File: config.mk
export PLATFORM = sky130hd
export DESIGN_NAME = led_pattern_shifter
export DESIGN_NICKNAME = d
export VERILOG_FILES = /design/src/rtl/led_pkg.sv /design/src/rtl/step_edge_detect.sv /design/src/rtl/led_pattern_shifter.sv
export SDC_FILE = /design/constraint.sdc
export NUM_CORES = 1
export LEC_CHECK = 0
export BUFFER_PORTS_ARGS = -buffer_cell sky130_fd_sc_hd__clkbuf_2
export CORE_UTILIZATION = 55
export DETAILED_ROUTE_END_ITERATION = 7
export PLACE_DENSITY = 0.73
export SYNTH_ARGS = -nofsm -noshare
export SYNTH_HDL_FRONTEND = slang
export SYNTH_SLANG_ARGS = --single-unit
File: constraint.sdc
create_clock -name clk_100M -period 5.8 [get_ports clk_100M]
set_input_delay 0.29 -clock clk_100M [delete_from_list [all_inputs] [get_ports clk_100M]]
set_output_delay 0.29 -clock clk_100M [all_outputs]
set_load 0.01 [all_outputs]
File: src/rtl/led_pkg.sv
// led_pkg: mode encodings and FSM states shared by the LED pattern shifter.
// Rev 1.0
`default_nettype none

package led_pkg;

  localparam logic [1:0] MODE_ROT_L    = 2'd0;
  localparam logic [1:0] MODE_ROT_R    = 2'd1;
  localparam logic [1:0] MODE_PINGPONG = 2'd2;
  localparam logic [1:0] MODE_FILL     = 2'd3;

  typedef enum logic [2:0] {
    ROT_L   = 3'd0,
    ROT_R   = 3'd1,
    PP_UP   = 3'd2,
    PP_DOWN = 3'd3,
    FILL    = 3'd4,
    DRAIN   = 3'd5
  } state_t;

endpackage

`default_nettype wire

File: src/rtl/step_edge_detect.sv
// step_edge_detect: 1-bit rising-edge detector; edges seen while disabled are dropped.
// Rev 1.0
`default_nettype none

module step_edge_detect (
  input  logic clk,
  input  logic rst,
  input  logic enable,
  input  logic level,
  output logic pulse
);

  logic level_d;

  // Tracks the input even while disabled so an edge cannot be replayed later.
  always_ff @(posedge clk or posedge rst) begin
    if (rst) level_d <= 1'b0;
    else     level_d <= level;
  end

  assign pulse = level & ~level_d & enable;

endmodule

`default_nettype wire

File: src/rtl/led_pattern_shifter.sv
// led_pattern_shifter: steps a WIDTH-bit LED bank through rotate/ping-pong/fill patterns.
// Rev 1.0 -- LED_ACTIVE_LOW_EN inverts the leds port.
`default_nettype none

module led_pattern_shifter
  import led_pkg::*;
#(
  parameter int WIDTH = 8
) (
  input  logic             clk_100M,
  input  logic             rst,
  input  logic             enable,
  input  logic             step_in,
  input  logic [1:0]       mode,
  output logic [WIDTH-1:0] leds,
  output logic             wrap
);

  localparam logic [WIDTH-1:0] PAT_ONE  = WIDTH'(1);
  localparam logic [WIDTH-1:0] PAT_MSB  = PAT_ONE << (WIDTH - 1);
  localparam logic [WIDTH-1:0] PAT_FULL = '1;

  logic             step;
  state_t           state_q, state_n;
  logic [WIDTH-1:0] pattern_q, pattern_n;
  logic [1:0]       applied_mode_q, applied_mode_n;
  logic             wrap_q, wrap_n;

  step_edge_detect u_step (
    .clk    (clk_100M),
    .rst    (rst),
    .enable (enable),
    .level  (step_in),
    .pulse  (step)
  );

  always_ff @(posedge clk_100M or posedge rst) begin
    if (rst) begin
      state_q        <= ROT_L;
      pattern_q      <= PAT_ONE;
      applied_mode_q <= MODE_ROT_L;
      wrap_q         <= 1'b0;
    end else begin
      state_q        <= state_n;
      pattern_q      <= pattern_n;
      applied_mode_q <= applied_mode_n;
      wrap_q         <= wrap_n;
    end
  end

  always_comb begin
    state_n        = state_q;
    pattern_n      = pattern_q;
    applied_mode_n = applied_mode_q;
    wrap_n         = 1'b0;
    if (step) begin
      if (mode != applied_mode_q) begin
        // A mode change spends its step on loading the start pattern.
        applied_mode_n = mode;
        case (mode)
          MODE_ROT_R:    begin pattern_n = PAT_MSB; state_n = ROT_R; end
          MODE_PINGPONG: begin pattern_n = PAT_ONE; state_n = PP_UP; end
          MODE_FILL:     begin pattern_n = PAT_ONE; state_n = FILL;  end
          default:       begin pattern_n = PAT_ONE; state_n = ROT_L; end
        endcase
      end else begin
        case (state_q)
          ROT_L: begin
            pattern_n = {pattern_q[WIDTH-2:0], pattern_q[WIDTH-1]};
            wrap_n    = (pattern_n == PAT_ONE);
          end
          ROT_R: begin
            pattern_n = {pattern_q[0], pattern_q[WIDTH-1:1]};
            wrap_n    = (pattern_n == PAT_MSB);
          end
          PP_UP: begin
            pattern_n = pattern_q << 1;
            if (pattern_n[WIDTH-1]) state_n = PP_DOWN;
          end
          PP_DOWN: begin
            pattern_n = pattern_q >> 1;
            if (pattern_n == PAT_ONE) begin
              state_n = PP_UP;
              wrap_n  = 1'b1;
            end
          end
          FILL: begin
            pattern_n = (pattern_q << 1) | PAT_ONE;
            if (pattern_n == PAT_FULL) state_n = DRAIN;
          end
          DRAIN: begin
            pattern_n = pattern_q << 1;
            if (pattern_n == '0) begin
              state_n = FILL;
              wrap_n  = 1'b1;
            end
          end
          default: begin
            state_n   = ROT_L;
            pattern_n = PAT_ONE;
          end
        endcase
      end
    end
  end

`ifdef LED_ACTIVE_LOW_EN
  assign leds = ~pattern_q;
`else
  assign leds = pattern_q;
`endif
  assign wrap = wrap_q;

endmodule

`default_nettype wire

# After elaboration in Yosys (flattened, before gate mapping)
# Index checks and enable logic that the tools add are counted.
# W data, S select, Z words.
# totals
reg_bits,15
input_bits,6
output_inout_bits,9
wordCells,47
# classes
n_eq_ne,18
mux,15
n_bitwise,3
n_reduce_logical,6
# ops
op,count
$pmux W8 S5,1
$mux W8,2
$mux W3,5
$pmux W3 S5,1
$ne A3 B3 Y1 const B,4
$pmux W3 S3,1
$eq A8 B1 Y1 const B,1
$eq A8 B8 Y1 const B,1
$logic_not A8 Y1,1
$eq A7 B1 Y1 const B,1
$eq A7 B7 Y1 const B,1
$eq A3 B2 Y1 const B,2
$eq A3 B3 Y1 const B,2
$reduce_and A6 Y1,1
$eq A2 B2 Y1 const B,2
$mux W1,4
$pmux W1 S4,1
$reduce_or A2 Y1,2
$eq A3 B1 Y1 const B,1
$logic_not A3 Y1,1
$and A1 B1 Y1,2
$eq A2 B1 Y1 const B,1
$ne A2 B1 Y1 const B,1
$ne A2 B2 Y1,1
2 further kinds,2

# Logic depth before layout (Yosys ltp)
# Gate-level depths: netlist of run 1.
# depth
ltp_word,5
mapped_depth,6
ltp_nobuf,5

# Cells and area by module
# From an unflattened synthesis of run 1, not the netlist that was laid out.
# hier_totals
cells_unflattened,108
hier_area_um2,948.4
# modules_own_cells
mod,n_inst,cells_per_inst,area_per_inst_um2,seq_area_each_um2
led_pattern_shifter,1,105,910.9,351.6
step_edge_detect,1,3,37.5,25.0

# Least setup slack after synthesis of run 1
# Ideal clock, no wire load.
# synth_timing
kind,reg-to-reg
start,register pattern_q[5] (netlist: leds[5])
end,register state_q[2]
setup_ns,0.125
arrival_time_ns,1.824
required_ns,5.675
slack_ns,3.850
stages_incl_launch_ff,6
path_buffers,0
synth_period_minus_slack_ns,1.950
cell_sequence,dfrtp_1 > or4_4 > nor2_4 > a21oi_2 > o32ai_4 > mux2_4
# synth_between
elab_chain_len,3
elab_cells_between_ends,7
cone_classes,5 x eq/ne; 2 x reduce/logical
# synth_lines
item,line_no,rtl
start: declaration,led_pattern_shifter.sv:25,"logic [WIDTH-1:0] pattern_q, pattern_n;"
start signal: assignment,led_pattern_shifter.sv:45,pattern_q <= pattern_n;
$eq A7 B7 Y1 (tied with other cells),led_pattern_shifter.sv:89,if (pattern_n == PAT_FULL) state_n = DRAIN;
$ne A3 B3 Y1 (no source line),--,
$reduce_and A6 Y1 (no source line) (*),--,
end signal: assignment,led_pattern_shifter.sv:44,state_q <= state_n;
end: declaration,led_pattern_shifter.sv:24,"state_t state_q, state_n;"
# Mark *: on every way between the ends. The rest lies on a longest branch, timed or not.
# A chain may end at the register's enable or synchronous reset.

# Final worst setup path of run 1
# layout_timing
start,register state_q[2]
end,register state_q[2]
# layout_between
elab_chain_len,4
elab_cells_between_ends,15
cone_classes,10 x eq/ne; 2 x mux; 3 x reduce/logical
# layout_lines
item,line_no,rtl
$eq A3 B1 Y1 / $logic_not A3 Y1 (equally long branches),led_pattern_shifter.sv:67,case (state_q)
$reduce_or A2 Y1 (no source line),--,
$pmux W3 S5 / $ne A2 B1 Y1 (equally long branches),--,
$mux W3 / $reduce_and A6 Y1 (equally long branches),--,
# Parallel ways exist; a longest one is shown, timed or not.

==> flow_summary.ini, run 1 <==
[outcome]
status = finished clean

[finish]
final_area_um2 = 1085
antennaDiodeCount = 0
stdcell_count = 144
area_delta_synth_final_pct = 7.568
final_layout_size_suffix_gt1_frac = 0.2353
nNetsFinal = 126
post-route-util = 0.6283

[setup_path]
critical_path_class = register to register
arrival_ns = 2.24
cp-end-kind = register
cp.required_ns = 5.96
cp_max_fo = 16
crit_path_start_kind = register

[logic_synthesis]
ys_seq_area_frac = 0.3734
synth_cells = 108
synth_top_family_by_area = compound AO/OA/AOI/OAI gates
ys.warnings.count = 0
synthFlopType = dfrtp_1
syn_area_um2 = 1008
synthAdderAreaFrac = 0
synth-compound-area-share = 0.2345
synth_edf_count = 0
ys_ff_latch = 15
synth_nets = 114
synthArstFlopShare = 1.000
synth_cell_types = 40
muxShareOfSynthArea = 0.1166
yosys.area_share.simple = 0.1923
postSynthAreaPerCell_um2 = 9.338
synth_xor_area_frac = 0.01737

[clock_tree]
cts_resized = 0
clk-insertion-delay-late_ns = 0.28
clk_path_buf_depth = 2
cts_num_sinks = 15
cts_tree = built
clk_pin_slew_ns = 0.09
cts_buffers = 3
cts-root-buf = clkbuf_4
cts_setup_buffers = 0
ctsHoldBuffers = 0
h-tree-depth = 1

[placed_design]
post_dp_cell_area_um2 = 1059
dp.cells = 140
globalplace.congestion = 0.8877
hpwl_um = 1366
io_buffers = 14

[timing]
worst_pin_slew_ns = 0.7588
finalCriticalPeriod_ns = 2.079
clock.fmax_mhz = 481.1
clock_skew_ns = 0.01035
period_share = 0.3584
slew_violations = 0
slew_headroom = 0.4902
finalSetupTns_ns = 0
hold_viol = 0
rsz0062_at_grt = false
setup_viol = 0

[grt]
grt_pass1_vias = 754
grt_first_pass_wirelength_um = 3367
grt_max_degree = 17
overflow = 0
track_usage = 0.2282
antenna_found_initial = 0

[floorplan]
dieArea_um2 = 2009
rows = 15
initial_utilization = 0.5841
coreArea_um2 = 1727
io_pins = 15
fp.dieW_um = 44.82
die_y_um = 44.82

[drt]
wl_per_cell_um = 14.18
antenna_left = 0
firstDrtPassIters = 4
route.detailed.drc = 0
vias = 881
totalWireLength_um = 2042
drt_iter0_drc = 27
viasPerCell = 6.118

[min_path]
min_path_type = primary input to async pin

[power]
power_leakage_nw = 0.4626
vdd_drop_max_mv = 0.1997
power_density_nw_per_um2 = 336.8

[flow_run]
max_cap_violations = 0
registers in the layout, indices dropped and copies added, names as in the netlist:
register        count
state_q             3
wrap                1
applied_mode_q      2
leds                8
u_step.level_d      1
synth_stat cells, drive strengths merged, types with 2 or more instances:
library cell / n / share of area
clkbuf: 2 / 0.0074
nor2b: 2 / 0.012
a21oi: 5 / 0.029
nand2: 16 / 0.062
nor3b: 2 / 0.015
xor2: 2 / 0.017
nand4: 2 / 0.012
o21ai: 14 / 0.069
inv: 4 / 0.015
a31oi: 2 / 0.012
mux2i: 8 / 0.079
buf: 4 / 0.031
dfrtp: 14 / 0.35
a22o: 6 / 0.053
nor2: 6 / 0.030
mux2: 3 / 0.037
stage by stage:
stage | setup WS, ns | total power [mW] | hold slack (ns)
6_report | 3.721 | 0.3654 | 0.02192
5_1_grt | 3.567 | 0.3876 | 0.1125
4_1_cts | 3.773 | 0.3642 | 0.05722
3_5_place_dp | 3.790 | 0.3047 | 0.3612
3_3_place_gp | 3.824 | 0.3025 | 0.3460
2_1_floorplan | 3.850 | 0.2881 | 0.1908
kinds of logic (layout without fill, tap and decap cells):
family	count (synthesis)	count (layout)
flops	15	15
compound gates	33	33
mux	11	11
simple gates	36	36
xor+xnor	2	2
buf+inv	11	22
worst paths after layout:
path / start / end / slack [ns] / cells past startpoint
max in group asynchronous: rst / leds[0] / 5.39 / 2
min in group clk_100M: step_in / u_step.level_d / 0.13 / 1
setup reg to reg: state_q[2] / state_q[2] / 3.72 / 5
hold reg to reg: applied_mode_q[0] / applied_mode_q[0] / 0.54 / 1
setup / recovery: state_q[2] / state_q[2] / 3.72 / 5
hold / removal: rst / leds[2] / 0.02 / 2
area by class of cell:
class,instances,area (um2)
timing repair buffer,14,70.07
clock buffer,4,26.28
tap,25,31.28
multi-input combinational,82,565.5
inverter,4,15.01
sequential,15,376.6
fill,149,641.9
critical path, cell delays in order, from the launching register on:
cell and delay (ns):
dfrtp_1 0.61, nor2b_1 0.53, nand2_1 0.18, a21oi_2 0.19, o32ai_4 0.13, mux2_4 0.33
report_power, final:
part	internal (mW)	leakage (nW)	total, mW	switching, mW
Clock	0.0267	0.0150	0.0595	0.0328
Sequential	0.124	0.195	0.175	0.0516
Combinational	0.0608	0.252	0.131	0.0699
metal layers:
| layer | global-route usage | routed length, um | up-vias |
|---|---|---|---|
| met5 | 0 | 0 | - |
| met4 | 0.09697 | 42 | 0 |
| met3 | 0.02400 | 121 | 6 |
| met2 | 0.3324 | 937 | 42 |
| met1 | 0.3435 | 941 | 420 |
| li1 | - | - | 413 |
cells in the final DEF (no fill, tap or decap), drive strengths merged, types with 2 or more instances in the layout:
cell type,n
inv,4
mux2,3
nand2,16
nor2,6
a22o,6
a21oi,5
o21ai,14
nor3b,2
xor2,2
dfrtp,14
nor2b,2
a31oi,2
nand4,2
clkbuf,18
mux2i,8
No activity file was read; power rests on OpenSTA's default activity.
==> run 2: changes to the inputs <==
ABC_AREA = 1   (was default)
CORE_UTILIZATION = 49   (was 55)
PLACE_DENSITY = 0.69   (was 0.73)
clock period = 1.75 ns   (was 5.8 ns; I/O delays follow)
==> run 2 against run 1 <==
Clock-buffer cell count stayed put. Combinational power grew to 3.5 times the previous value. Sequential power rose to 2.9 times the previous value. Design area fell by 0.81%. Via count increased by 4.0%. Routed wire length decreased by 1.2%. Sequential cell count is the same. Critical path type unchanged. Critical endpoint is now state_q[1]. Highest routed layer unchanged.
==> flow_summary.ini, run 2 <==
[drt]
totalWireLength_um = 2017
viasPerCell = 5.117
wl_per_cell_um = 11.27
drt_iter0_drc = 31
firstDrtPassIters = 4
antenna_left = 0
route.detailed.drc = 0
vias = 916

[timing]
worst_pin_slew_ns = 0.5594
finalCriticalPeriod_ns = 1.395
setup_viol = 0
fin_hold_ws_ns = 0.1226
finalSetupTns_ns = 0
period_share = 0.7974
finalWorstSetupSlack_ns = 0.3545
rsz0062_at_grt = false
slew_violations = 0
slew_headroom = 0.6267
clock.fmax_mhz = 716.6
clock_skew_ns = 0.001081
hold_viol = 0

[setup_path]
r2r_cells = 9
cp_cell_sequence = nor2_1, nand2_1, nor2_1, nor2_1, nor2_1, nand2_2, nand2_2, nand2_1, nand2_1
cp.buffers_inverters = 0
r2r-start = leds[5]
arrival_ns = 1.63
r2r_end = state_q[1]
critical_path_class = register to register
r2r_slack_ns = 0.35
cpPeakStageDelay_ns = 0.42
cpMostUsedCell = nor2_1
cp_slowest_cell = dfrtp_1
cp-end-kind = register
cp_max_fo = 4
cp.required_ns = 1.98
crit_path_start_kind = register
critPathTopFamily = simple AND/OR/NAND/NOR gates

[placed_design]
io_buffers = 14
globalplace.congestion = 0.8169
dp.cells = 173
dp_worst_setup_slack_ns = 0.3886
hpwl_um = 1512
post_dp_cell_area_um2 = 1030

[finish]
antennaDiodeCount = 0
post-route-util = 0.6099
stdcell_count = 179
final_cell_mix = 31 x nand2_1, 21 x nand3_1, 16 x inv_1
nNetsFinal = 161
final_common_cell = nand2_1
final_area_um2 = 1076
largest_reg_flops = 8
fill_cells = 174
area_delta_synth_final_pct = 14.97
final_layout_size_suffix_gt1_frac = 0.1688

[logic_synthesis]
synthTopCellsByCount = 31 x nand2_1, 21 x nand3_1, 16 x inv_1
synthArstFlopShare = 1.000
syn_area_um2 = 935.9
postSynthAreaPerCell_um2 = 6.933
ys_seq_area_frac = 0.4024
synth_edf_count = 0
ys.warnings.count = 0
ys_ff_latch = 15
synth_nets = 141
synth_cells = 135
synth_area_leader_cell = dfrtp_1
synth_area_leaders = dfrtp_1 37%, nand2_1 12%, nand3_1 11%
synth_top_area_share = 0.3743
synthFlopType = dfrtp_1
synth_cell_types = 20
synth_most_common_cell = nand2_1

[grt]
antenna_found_initial = 0
track_usage = 0.2262
grt_pass1_vias = 768
overflow = 0
grt_max_degree = 16
grt_first_pass_wirelength_um = 3318

[power]
power_density_nw_per_um2 = 1076
power_mw = 1.158
vdd_drop_max_mv = 0.6763
power_leakage_nw = 0.5429

[clock_tree]
clk-insertion-delay-late_ns = 0.29
cts-root-buf = clkbuf_4
cts_tree = built
h-tree-depth = 1
clk_pin_slew_ns = 0.09
cts_setup_buffers = 0
cts_num_sinks = 15
clk_path_buf_depth = 2
cts_buffers = 3

[floorplan]
io_pins = 15
coreArea_um2 = 1764
rows = 15
initial_utilization = 0.5305
dieArea_um2 = 2089
fp.dieW_um = 45.71
die_y_um = 45.71

[min_path]
holdPathStages = 3
holdPathEnd = applied_mode_q[1]
min_path_type = primary input to register
hp-start = mode[1]

[outcome]
status = finished clean

[flow_run]
max_cap_violations = 0
## run 2: changes by cell type after synthesis, sizes merged, moves of 3 or more
cell / change
buf: -3
mux2i: -8
nand3: +20
nor2: +10
inv: +15
mux2: -3
a22o: -6
o22ai: +6
nand2: +18
## run 2: power by group
part	internal [mW]	total, mW	leakage [nW]	switching, mW
Combinational	0.165	0.459	0.333	0.295
Clock	0.0887	0.200	0.0150	0.111
Sequential	0.408	0.499	0.195	0.0908
## run 2: cell families (layout without fill, tap and decap cells)
group | Yosys count | count (layout) | share of synthesized area
AO/OA/AOI/OAI | 25 | 25 | 0.1471
XOR/XNOR | 2 | 2 | 0.01872
buffers and inverters | 21 | 40 | 0.09224
AND/OR/NAND/NOR | 72 | 72 | 0.3396
flip-flops | 15 | 15 | 0.4024
## run 2: cell type report
class                      count  area, um2  area share
multi-input combinational     99      473.0      0.4395
sequential                    15      376.6      0.3500
timing repair buffer          17      97.59     0.09070
inverter                      19      71.32     0.06628
tap                           25      31.28     0.02907
clock buffer                   4      26.28     0.02442
## run 2: worst max path at each step
stage | start | endpoint | slack (ns) | cells past startpoint
3_3_place_gp | leds[5] | state_q[1] | 0.39 | 9
5_1_grt | leds[5] | state_q[1] | 0.27 | 9
2_1_floorplan | leds[0] | state_q[1] | 0.53 | 9
4_1_cts | leds[5] | state_q[2] | 0.35 | 9
6_report | leds[5] | state_q[1] | 0.35 | 9
3_5_place_dp | leds[5] | state_q[2] | 0.39 | 9
## run 2: what timing repair did
action | in CTS | in global routing
hold buffers | 2 | 0
resized for setup | 0 | 0
endpoints found under the hold margin | 15 | 0
## run 2: layer usage
layer	vias to the layer above	track usage	wire, um
met5	-	0	0
met4	0	0.1059	39
met3	5	0.02381	75
met2	24	0.3314	910
met1	406	0.3325	991
li1	481	-	-
## run 2: worst reg2reg max path: stages (launching register included)
cell and delay [ns]:
dfrtp_1 0.42, nor2_1 0.19, nand2_1 0.12, nor2_1 0.15, nor2_1 0.06, nor2_1 0.11
nand2_2 0.10, nand2_2 0.08, nand2_1 0.06, nand2_1 0.06
